[src/rtl/alu_pkg.sv]
// -----------------------------------------------------------------------------
// alu_pkg
// Shared definitions for the ALU issue path:
//   - ALU_WIDTH     : operand width carried by alu_op_t
//   - ALU_SEL_*     : select codes understood by the arithmetic unit
//   - alu_op_t      : one queued operation {a, b, select}
//   - is_legal_sel  : true for the select codes the arithmetic unit supports
// -----------------------------------------------------------------------------
package alu_pkg;

    localparam int ALU_WIDTH = 32;

    localparam logic [3:0] ALU_SEL_ADD = 4'b0000;
    localparam logic [3:0] ALU_SEL_SUB = 4'b0010;
    localparam logic [3:0] ALU_SEL_SLT = 4'b1010;

    typedef struct packed {
        logic [ALU_WIDTH-1:0] a;
        logic [ALU_WIDTH-1:0] b;
        logic [3:0]           select;
    } alu_op_t;

    function automatic logic is_legal_sel(input logic [3:0] sel);
        return (sel == ALU_SEL_ADD) || (sel == ALU_SEL_SUB) || (sel == ALU_SEL_SLT);
    endfunction

endpackage

[src/rtl/alu_issue_fifo_if.sv]
// -----------------------------------------------------------------------------
// alu_issue_fifo_if
// Bundles the producer-side push handshake and the consumer-side head outputs
// of alu_issue_fifo.
//   slave  : the FIFO itself (takes in_*, out_ready; drives in_ready, out_*,
//            count, err_illegal)
//   master : the environment (decode producer plus arithmetic-unit consumer)
// Parameters: WIDTH operand width, DEPTH FIFO entries (sizes count).
// -----------------------------------------------------------------------------
interface alu_issue_fifo_if #(
    parameter int WIDTH = 32,
    parameter int DEPTH = 4
);
    localparam int CW = $clog2(DEPTH) + 1;

    logic             in_valid;
    logic             in_ready;
    logic [WIDTH-1:0] in_a;
    logic [WIDTH-1:0] in_b;
    logic [3:0]       in_select;

    logic             out_valid;
    logic             out_ready;
    logic [WIDTH-1:0] out_a;
    logic [WIDTH-1:0] out_b;
    logic [3:0]       out_select;

    logic [CW-1:0]    count;
    logic             err_illegal;

    modport slave (
        input  in_valid, in_a, in_b, in_select, out_ready,
        output in_ready, out_valid, out_a, out_b, out_select, count, err_illegal
    );

    modport master (
        output in_valid, in_a, in_b, in_select, out_ready,
        input  in_ready, out_valid, out_a, out_b, out_select, count, err_illegal
    );

endinterface

[src/rtl/alu_fifo_mem.sv]
// -----------------------------------------------------------------------------
// alu_fifo_mem
// DEPTH x alu_op_t register file for the issue FIFO.
//   clk, reset : clock and synchronous active-high clear of every entry
//   wr_en      : write wr_data into entry wr_addr on the rising edge
//   rd_addr    : read address; rd_data is a combinational mux of the flops
// Kept as flops (not block RAM) so the head is visible without a read cycle.
// -----------------------------------------------------------------------------
module alu_fifo_mem
    import alu_pkg::*;
#(
    parameter int DEPTH = 4,
    parameter int AW    = $clog2(DEPTH)
) (
    input  logic          clk,
    input  logic          reset,
    input  logic          wr_en,
    input  logic [AW-1:0] wr_addr,
    input  alu_op_t       wr_data,
    input  logic [AW-1:0] rd_addr,
    output alu_op_t       rd_data
);

    alu_op_t mem_reg [DEPTH];

    generate
        for (genvar gi = 0; gi < DEPTH; gi++) begin : g_entry
            always_ff @(posedge clk) begin
                if (reset) begin
                    mem_reg[gi] <= '0;
                end else if (wr_en && (wr_addr == AW'(gi))) begin
                    mem_reg[gi] <= wr_data;
                end
            end
        end
    endgenerate

    assign rd_data = mem_reg[rd_addr];

endmodule

[src/rtl/alu_issue_fifo.sv]
// -----------------------------------------------------------------------------
// alu_issue_fifo
// In-order issue buffer between decode and the 32-bit arithmetic unit.
//   clk   : rising-edge clock
//   reset : synchronous active-high reset (clears pointers, count, storage)
//   bus   : alu_issue_fifo_if.slave
//           in_valid/in_ready/in_a/in_b/in_select  push side
//           out_valid/out_ready/out_a/out_b/out_select  head to arithmetic unit
//           count        occupancy, $clog2(DEPTH)+1 bits
//           err_illegal  one-cycle pulse per dropped illegal op
// Optional build macro: ALU_ISSUE_ILLEGAL_CHECK_EN
//   defined   : pushes with a select other than ADD/SUB/SLT complete the
//               handshake but are discarded, and err_illegal pulses
//   undefined : every select is stored; err_illegal is tied 0
// DEPTH must be a power of two >= 2; WIDTH must equal alu_pkg::ALU_WIDTH.
// -----------------------------------------------------------------------------
module alu_issue_fifo
    import alu_pkg::*;
#(
    parameter int DEPTH = 4,
    parameter int WIDTH = 32
) (
    input  logic              clk,
    input  logic              reset,
    alu_issue_fifo_if.slave   bus
);

    localparam int AW = $clog2(DEPTH);
    localparam int CW = AW + 1;

    logic [AW-1:0] rd_ptr_reg, rd_ptr_next;
    logic [AW-1:0] wr_ptr_reg, wr_ptr_next;
    logic [CW-1:0] count_reg,  count_next;
    logic          err_reg,    err_next;

    logic          push_fire;
    logic          pop_fire;
    logic          wr_en;
    alu_op_t       wr_data;
    alu_op_t       head;

    // Readiness only looks at occupancy, so a pop never frees a slot for a
    // push in the same cycle and there is no out_ready -> in_ready path.
    assign bus.in_ready  = (count_reg != CW'(DEPTH));
    assign bus.out_valid = (count_reg != '0);

    assign push_fire = bus.in_valid && bus.in_ready;
    assign pop_fire  = bus.out_valid && bus.out_ready;

    assign wr_data.a      = bus.in_a;
    assign wr_data.b      = bus.in_b;
    assign wr_data.select = bus.in_select;

`ifdef ALU_ISSUE_ILLEGAL_CHECK_EN
    logic sel_legal;
    assign sel_legal = is_legal_sel(bus.in_select);
    assign wr_en     = push_fire && sel_legal;
    assign err_next  = push_fire && !sel_legal;
`else
    assign wr_en     = push_fire;
    assign err_next  = 1'b0;
`endif

    always_comb begin
        rd_ptr_next = rd_ptr_reg;
        wr_ptr_next = wr_ptr_reg;
        count_next  = count_reg;
        // Pointers are exactly AW bits, so +1 wraps DEPTH-1 -> 0 on its own.
        if (wr_en) begin
            wr_ptr_next = wr_ptr_reg + AW'(1);
        end
        if (pop_fire) begin
            rd_ptr_next = rd_ptr_reg + AW'(1);
        end
        case ({wr_en, pop_fire})
            2'b10:   count_next = count_reg + CW'(1);
            2'b01:   count_next = count_reg - CW'(1);
            default: count_next = count_reg;
        endcase
    end

    always_ff @(posedge clk) begin
        if (reset) begin
            rd_ptr_reg <= '0;
            wr_ptr_reg <= '0;
            count_reg  <= '0;
            err_reg    <= 1'b0;
        end else begin
            rd_ptr_reg <= rd_ptr_next;
            wr_ptr_reg <= wr_ptr_next;
            count_reg  <= count_next;
            err_reg    <= err_next;
        end
    end

    alu_fifo_mem #(
        .DEPTH (DEPTH),
        .AW    (AW)
    ) u_mem (
        .clk     (clk),
        .reset   (reset),
        .wr_en   (wr_en),
        .wr_addr (wr_ptr_reg),
        .wr_data (wr_data),
        .rd_addr (rd_ptr_reg),
        .rd_data (head)
    );

    assign bus.out_a       = head.a;
    assign bus.out_b       = head.b;
    assign bus.out_select  = head.select;
    assign bus.count       = count_reg;
    assign bus.err_illegal = err_reg;

endmodule
[src/flat_wrapper.sv]
// flat-port wrapper written by rule: the top's interface ports become plain ports
module alu_issue_fifo_flat import alu_pkg::*;
#(
    parameter int DEPTH = 4,
    parameter int WIDTH = 32
)
  (clk, reset, bus_in_valid, bus_in_a, bus_in_b, bus_in_select, bus_out_ready, bus_in_ready, bus_out_valid, bus_out_a, bus_out_b, bus_out_select, bus_count, bus_err_illegal);
  alu_issue_fifo_if #(.WIDTH(WIDTH), .DEPTH(DEPTH)) bus_i ();
  input  logic clk;
  input  logic reset;
  input wire logic [$bits(bus_i.in_valid)-1:0] bus_in_valid;
  input wire logic [$bits(bus_i.in_a)-1:0] bus_in_a;
  input wire logic [$bits(bus_i.in_b)-1:0] bus_in_b;
  input wire logic [$bits(bus_i.in_select)-1:0] bus_in_select;
  input wire logic [$bits(bus_i.out_ready)-1:0] bus_out_ready;
  output wire logic [$bits(bus_i.in_ready)-1:0] bus_in_ready;
  output wire logic [$bits(bus_i.out_valid)-1:0] bus_out_valid;
  output wire logic [$bits(bus_i.out_a)-1:0] bus_out_a;
  output wire logic [$bits(bus_i.out_b)-1:0] bus_out_b;
  output wire logic [$bits(bus_i.out_select)-1:0] bus_out_select;
  output wire logic [$bits(bus_i.count)-1:0] bus_count;
  output wire logic [$bits(bus_i.err_illegal)-1:0] bus_err_illegal;
  assign bus_i.in_valid = bus_in_valid;
  assign bus_i.in_a = bus_in_a;
  assign bus_i.in_b = bus_in_b;
  assign bus_i.in_select = bus_in_select;
  assign bus_i.out_ready = bus_out_ready;
  assign bus_in_ready = bus_i.in_ready;
  assign bus_out_valid = bus_i.out_valid;
  assign bus_out_a = bus_i.out_a;
  assign bus_out_b = bus_i.out_b;
  assign bus_out_select = bus_i.out_select;
  assign bus_count = bus_i.count;
  assign bus_err_illegal = bus_i.err_illegal;
  alu_issue_fifo #(.DEPTH(DEPTH), .WIDTH(WIDTH)) u_core (.clk(clk), .reset(reset), .bus(bus_i));
endmodule
[config.mk]
export PLATFORM = sky130hd
export DESIGN_NAME = alu_issue_fifo_flat
export DESIGN_NICKNAME = d
export VERILOG_FILES = /design/src/rtl/alu_pkg.sv /design/src/rtl/alu_issue_fifo_if.sv /design/src/rtl/alu_fifo_mem.sv /design/src/rtl/alu_issue_fifo.sv /design/src/flat_wrapper.sv
export SDC_FILE = /design/constraint.sdc
export NUM_CORES = 1
export LEC_CHECK = 0
export CAP_MARGIN = 40
export CORE_ASPECT_RATIO = 0.75
export CORE_MARGIN = 1.5
export CORE_UTILIZATION = 56
export DETAILED_ROUTE_END_ITERATION = 10
export GPL_ROUTABILITY_DRIVEN = 0
export GPL_TIMING_DRIVEN = 0
export PLACE_DENSITY = 0.8
export RECOVER_POWER = 100
export SYNTH_ARGS = -nofsm -noshare
export SYNTH_HDL_FRONTEND = slang
export SYNTH_HIERARCHICAL = 1
export SYNTH_SLANG_ARGS = --single-unit
[constraint.sdc]
create_clock -name clk -period 7.1 [get_ports clk]
set_clock_uncertainty 0.1 [all_clocks]
set_input_delay 1.775 -clock clk [delete_from_list [all_inputs] [get_ports clk]]
set_output_delay 1.775 -clock clk [all_outputs]
set_load 0.02 [all_outputs]
==> results of run 1 <==
-- cell type report --
class | count | share of cell area [%]
timing repair buffer | 156 | 11.2
inverter | 6 | 0.152
clock inverter | 19 | 0.775
tap | 288 | 2.43
multi-input combinational | 444 | 22.6
buffer | 64 | 2.19
clock buffer | 30 | 4.63
sequential | 279 | 55.9
-- critical path: cells and delay by family --
family	cells	cell delay [ps]
AO/OA/AOI/OAI	1	490
AND/OR/NAND/NOR	1	100
buffers and inverters	7	3250
-- cell families after synthesis --
kind of cell               synth area share [%]
and+or+nand+nor                            13.5
muxes                                      12.8
DFF                                        69.3
buffers and inverters                      2.97
xor gates and xnor gates                  0.292
AOI/OAI and AO/OA                         0.773
adders and majority gates                 0.272
other                                    0.0313
-- where the power goes --
| group | internal [µW] | switching (µW) |
|---|---|---|
| Sequential | 2000 | 57.1 |
| Combinational | 682 | 805 |
| Clock | 729 | 586 |
| Total | 3410 | 1450 |
-- layer usage --
metal | up-vias | GRT usage, % | part of all wire, %
li1 | 3301 | - | -
met1 | 3685 | 34.7 | 41
met2 | 327 | 41.4 | 49
met3 | 28 | 5.07 | 8.5
met4 | 0 | 4.60 | 1.4
met5 | - | 0 | 0
-- layout by cell type (no fill, tap or decap), types with 8 or more instances in the layout --
cell type,synthesis,layout
clkdlybuf4s50_1,0,72
nor2_1,279,279
dlygate4sd3_1,0,72
mux4_2,68,68
clkinv_2,0,8
edfxtp_1,272,272
buf_2,14,8
nand3b_1,68,68
clkbuf_16,0,27
clkinv_1,0,8
clkbuf_1,40,52
-- metrics by stage --
| step | hold slack [ps] | worst slack [ps] | instance area, µm² |
|---|---|---|---|
| after floorplan | 374 | 820 | 12000 |
| after CTS | 441 | 2550 | 14900 |
| after detailed placement | 426 | 2030 | 14100 |
| after global placement | 388 | -2360 | 13800 |
| after global routing | 471 | 1270 | 14900 |
| final | 441 | 1510 | 14900 |
-- final timing paths --
| check | startpoint | to | slack [ps] | depth (start not counted) |
|---|---|---|---|---|
| max | bus_in_valid | u_core/u_mem/mem_reg[2][37] | 1510 | 9 |
| max reg2reg | u_core/bus.count[0] | u_core/u_mem/mem_reg[2][37] | 2760 | 9 |
| min | u_core/rd_ptr_reg[1] | u_core/rd_ptr_reg[1] | 440 | 2 |
| min reg2reg | u_core/rd_ptr_reg[1] | u_core/rd_ptr_reg[1] | 440 | 2 |
==> flow_summary.json, run 1 <==
{
  "rsz0062_at_grt": "false",
  "peakVddDrop_v": 0.000174,
  "ioPinCount": 146,
  "synth-seq-area-share_pct": 69.3,
  "drv_slew": 0,
  "grt_max_degree": 26,
  "final_cells": 1286,
  "cp_max_fo": 18,
  "cts.repair.resized": 0,
  "power_uw": 4860,
  "grt_pass1_vias": 7311,
  "powerDensity_nw_per_um2": 327,
  "routedWlPerCell_um": 21.1,
  "grt_pass1_wl_um": 40700,
  "post-cts-setup-buffers": 0,
  "postSynthRegisterBits": 279,
  "initial_utilization_pct": 56.9,
  "fp-row-count": 46,
  "max_freq_mhz": 179,
  "hold_buffers": 0,
  "min_path_type": "reg -> reg",
  "grt_overflow": 0,
  "cp_slowest_cell": "clkbuf_1",
  "slew_headroom_pct": 22.8,
  "cts-htree-levels": 1,
  "n_fill_cell": 1435,
  "tightest_slew_ps": 1160,
  "synth_flop_cell": "edfxtp_1",
  "layout_worst_path_cycle_share_pct": 78.7,
  "ys.warnings.count": 6,
  "max_stage_delay_ps": 910,
  "num_vias": 7341,
  "vias_per_cell": 5.71,
  "nNetsFinal": 1052,
  "hpwl_um": 17200,
  "syn_inst": 793,
  "synth_cell_types": 30,
  "fin_util_pct": 70.5,
  "yosysTopAreaCell": "edfxtp_1",
  "dp.cells": 1237,
  "synth_nets": 867,
  "multi_input_area_um2": 3360,
  "largest_reg_flops": 272,
  "cts_root_buf": "clkbuf_16",
  "antennaDiodeCount": 0,
  "worstPathArrival_ps": 5620,
  "die_area_um2": 22300,
  "p_leak_uw": 0.00519,
  "track_usage_pct": 24.8,
  "yosys-top-cells-area": "edfxtp_1, mux4_2, nor2_1, nand3b_1, clkbuf_1",
  "ctsLongestPathBuffers": 3,
  "synthTopCellsByCount": "nor2_1, edfxtp_1, mux4_2, nand3b_1, clkbuf_1",
  "finalHoldViolCount": 0,
  "cp.required_ps": 7130,
  "period_needed_ps": 5590,
  "start_kind": "input port",
  "cts.sinks": 279,
  "numCtsBuffers": 27,
  "cp-end-kind": "register",
  "dr.pass1.iters": 5,
  "fp.dieW_um": 172,
  "cts_tree": "built",
  "synth_edf_count": 272,
  "wirelength_um": 27200,
  "antenna_found_initial": 0,
  "drive_gt1_share_pct": 14.1,
  "area_growth_pct": 24.0,
  "synth_area_um2": 12000,
  "critPathKind": "in -> reg",
  "yosysTopAreaCellShare_pct": 68.2,
  "drc": 0,
  "core_area_um2": 21100,
  "clkLatencyLatePin_ps": 530,
  "fin_tns_setup_ps": 0,
  "clkTransAtPathRegs_ps": 60,
  "drt_iter0_drc": 812,
  "final_antenna_net_count": 0,
  "portBuffers": 144,
  "crit_chain": "dlygate4sd3_1 -> nand2_1 -> inv_1 -> clkbuf_1 -> clkbuf_1 -> clkbuf_1 -> inv_1 -> o21bai_4 -> clkbuf_1",
  "ff_latch_area_um2": 8310,
  "setup_violations": 0,
  "outcome": "completed",
  "synthArstFlopShare_pct": 0,
  "syn-mean-instance-area_um2": 15.1,
  "yosysMostFrequentCell": "nor2_1",
  "crit_top_cell": "clkbuf_1",
  "maxCapViolCount": 0,
  "fp.dieH_um": 130
}
No activity file was read; power rests on OpenSTA's default activity.
==> inputs of run 2 (changes only) <==
- CORE_UTILIZATION: 56 -> 50
- PLACE_DENSITY: 0.8 -> 0.76
- clock period: 7.1 -> 4.9 ns (I/O delays scaled with it)
==> flow_summary.json, run 2 (synthesized netlist as in run 1, its figures left out) <==
{
  "reg2reg_depth": 11,
  "drv_slew": 0,
  "cts_root_buf": "clkbuf_16",
  "finalHoldViolCount": 0,
  "outcome": "completed",
  "reg2reg_from": "u_core/bus.count[0]",
  "setup_violations": 0,
  "switchingPower_uw": 2120,
  "p_seq_share_pct": 42.2,
  "drc": 0,
  "cp_slowest_cell": "clkdlybuf4s50_1",
  "rsz0062_at_grt": "false",
  "fp.dieW_um": 182,
  "p_sw_share_pct": 30.0,
  "min_to": "u_core/rd_ptr_reg[1]",
  "fp.dieH_um": 137,
  "max_stage_delay_ps": 560,
  "post-cts-setup-buffers": 0,
  "powerDensity_nw_per_um2": 475,
  "crit_top_cell": "clkbuf_1",
  "final_common_cell": "nor2_1",
  "ff_latch_area_um2": 8310,
  "drt_iter0_drc": 770,
  "drive_gt1_share_pct": 14.6,
  "max_freq_mhz": 230,
  "wirelength_um": 27200,
  "hold_start": "u_core/rd_ptr_reg[1]",
  "track_usage_pct": 22.5,
  "antenna_found_initial": 0,
  "rrSetupSlack_ps": 1160,
  "cp_max_fo": 10,
  "fin_tns_setup_ps": 0,
  "tightest_slew_ps": 812,
  "multi_input_area_um2": 3360,
  "layout_common_cells": "nor2_1, edfxtp_1, clkdlybuf4s50_1",
  "final_antenna_net_count": 0,
  "whs_path_depth": 2,
  "worstPathArrival_ps": 3020,
  "n_fill_cell": 1701,
  "initial_utilization_pct": 51.5,
  "start_kind": "register",
  "grt_pass1_vias": 7347,
  "routedWlPerCell_um": 21.0,
  "cp.required_ps": 3580,
  "slew_headroom_pct": 45.7,
  "hpwl_um": 17700,
  "peakVddDrop_v": 0.000258,
  "clkLatencyLatePin_ps": 530,
  "p_leak_uw": 0.00519,
  "cp-end-kind": "primary output",
  "vias_per_cell": 5.65,
  "hold_buffers": 0,
  "die_area_um2": 24900,
  "cts_tree": "built",
  "clkTransAtPathRegs_ps": 60,
  "grt_pass1_wl_um": 41800,
  "maxCapViolCount": 0,
  "pwr-share-clk_pct": 27.2,
  "timing.rr.end": "u_core/u_mem/mem_reg[3][31]",
  "pwr-share-comb_pct": 30.6,
  "fp-row-count": 48,
  "dr.pass1.iters": 5,
  "grt_max_degree": 27,
  "min_path_type": "reg -> reg",
  "cts.sinks": 279,
  "critPathKind": "reg -> out",
  "timing.hold.ws_ps": 417,
  "period_needed_ps": 4350,
  "ioPinCount": 146,
  "num_vias": 7340,
  "place_area_um2": 14100,
  "ctsLongestPathBuffers": 3,
  "layout_worst_path_cycle_share_pct": 88.7,
  "largest_reg_flops": 272,
  "area_growth_pct": 24.2,
  "cts.repair.resized": 0,
  "crit_chain": "buf_2 -> clkbuf_1 -> clkbuf_1 -> mux4_2 -> clkdlybuf4s50_1",
  "numCtsBuffers": 27,
  "antennaDiodeCount": 0,
  "design_area_um2": 14900,
  "intPower_uw": 4950,
  "nNetsFinal": 1051,
  "portBuffers": 144,
  "cts-htree-levels": 1,
  "grt_overflow": 0,
  "core_area_um2": 23200
}
## run 2: cell count changes in the layout (fill, tap and decap cells not counted), sizes merged
cell / previous run / this run
clkdlybuf4s50: 72 / 80
dlygate4sd3: 72 / 64
clkbuf: 79 / 74
buf: 27 / 30
clkinv: 16 / 17
inv: 6 / 7
## run 2: metrics by stage
step	power (µW)	util (%)	std cells	setup slack (ps)
finish	7060	64.0	1298	554
floorplan	4380	-	793	-830
global route	7360	64.0	1298	337
detailed placement	5300	60.7	1248	194
CTS	7220	64.2	1298	756
global placement	5260	59.4	1237	-4070
## run 2: final cells by class
class | count | share of cell area [%]
tap | 300 | 2.52
clock inverter | 21 | 0.850
timing repair buffer | 155 | 11.2
clock buffer | 29 | 4.59
inverter | 6 | 0.151
sequential | 279 | 55.9
buffer | 64 | 2.21
multi-input combinational | 444 | 22.6
## run 2: power by group through the flow
stage	combinational, µW	sequential [µW]	clock [µW]
6_report	2160	2980	1920
5_1_grt	2310	3000	2050
4_1_cts	2290	2980	1950
3_5_place_dp	2270	3030	0
3_3_place_gp	2200	3060	0
2_1_floorplan	1350	3030	0
## run 2: how the worst max path moves through the flow
stage | from | endpoint | slack [ps] | cells after the start
after floorplan | bus_in_valid | u_core/u_mem/mem_reg[3][0] | -830 | 7
after global placement | bus_in_valid | u_core/u_mem/mem_reg[1][31] | -4070 | 8
after detailed placement | bus_in_valid | u_core/u_mem/mem_reg[3][31] | 190 | 11
after CTS | bus_in_valid | u_core/u_mem/mem_reg[3][27] | 760 | 11
after global routing | u_core/rd_ptr_reg[1] | bus_out_a[29] | 340 | 5
final | u_core/rd_ptr_reg[1] | bus_out_a[26] | 550 | 5
## run 2: worst max-delay path, delay by kind of cell, from the launching register on
kind | cells | cell delay (ps)
flops | 1 | 340
mux | 1 | 430
buf+inv | 4 | 1720
## run 2: metal layers
layer	vias to the layer above	GRT usage, %	wire [µm]
met2	353	35.8	13100
li1	3295	-	-
met1	3651	32.9	11400
met4	0	5.23	496
met5	-	0	0
met3	41	3.86	2290
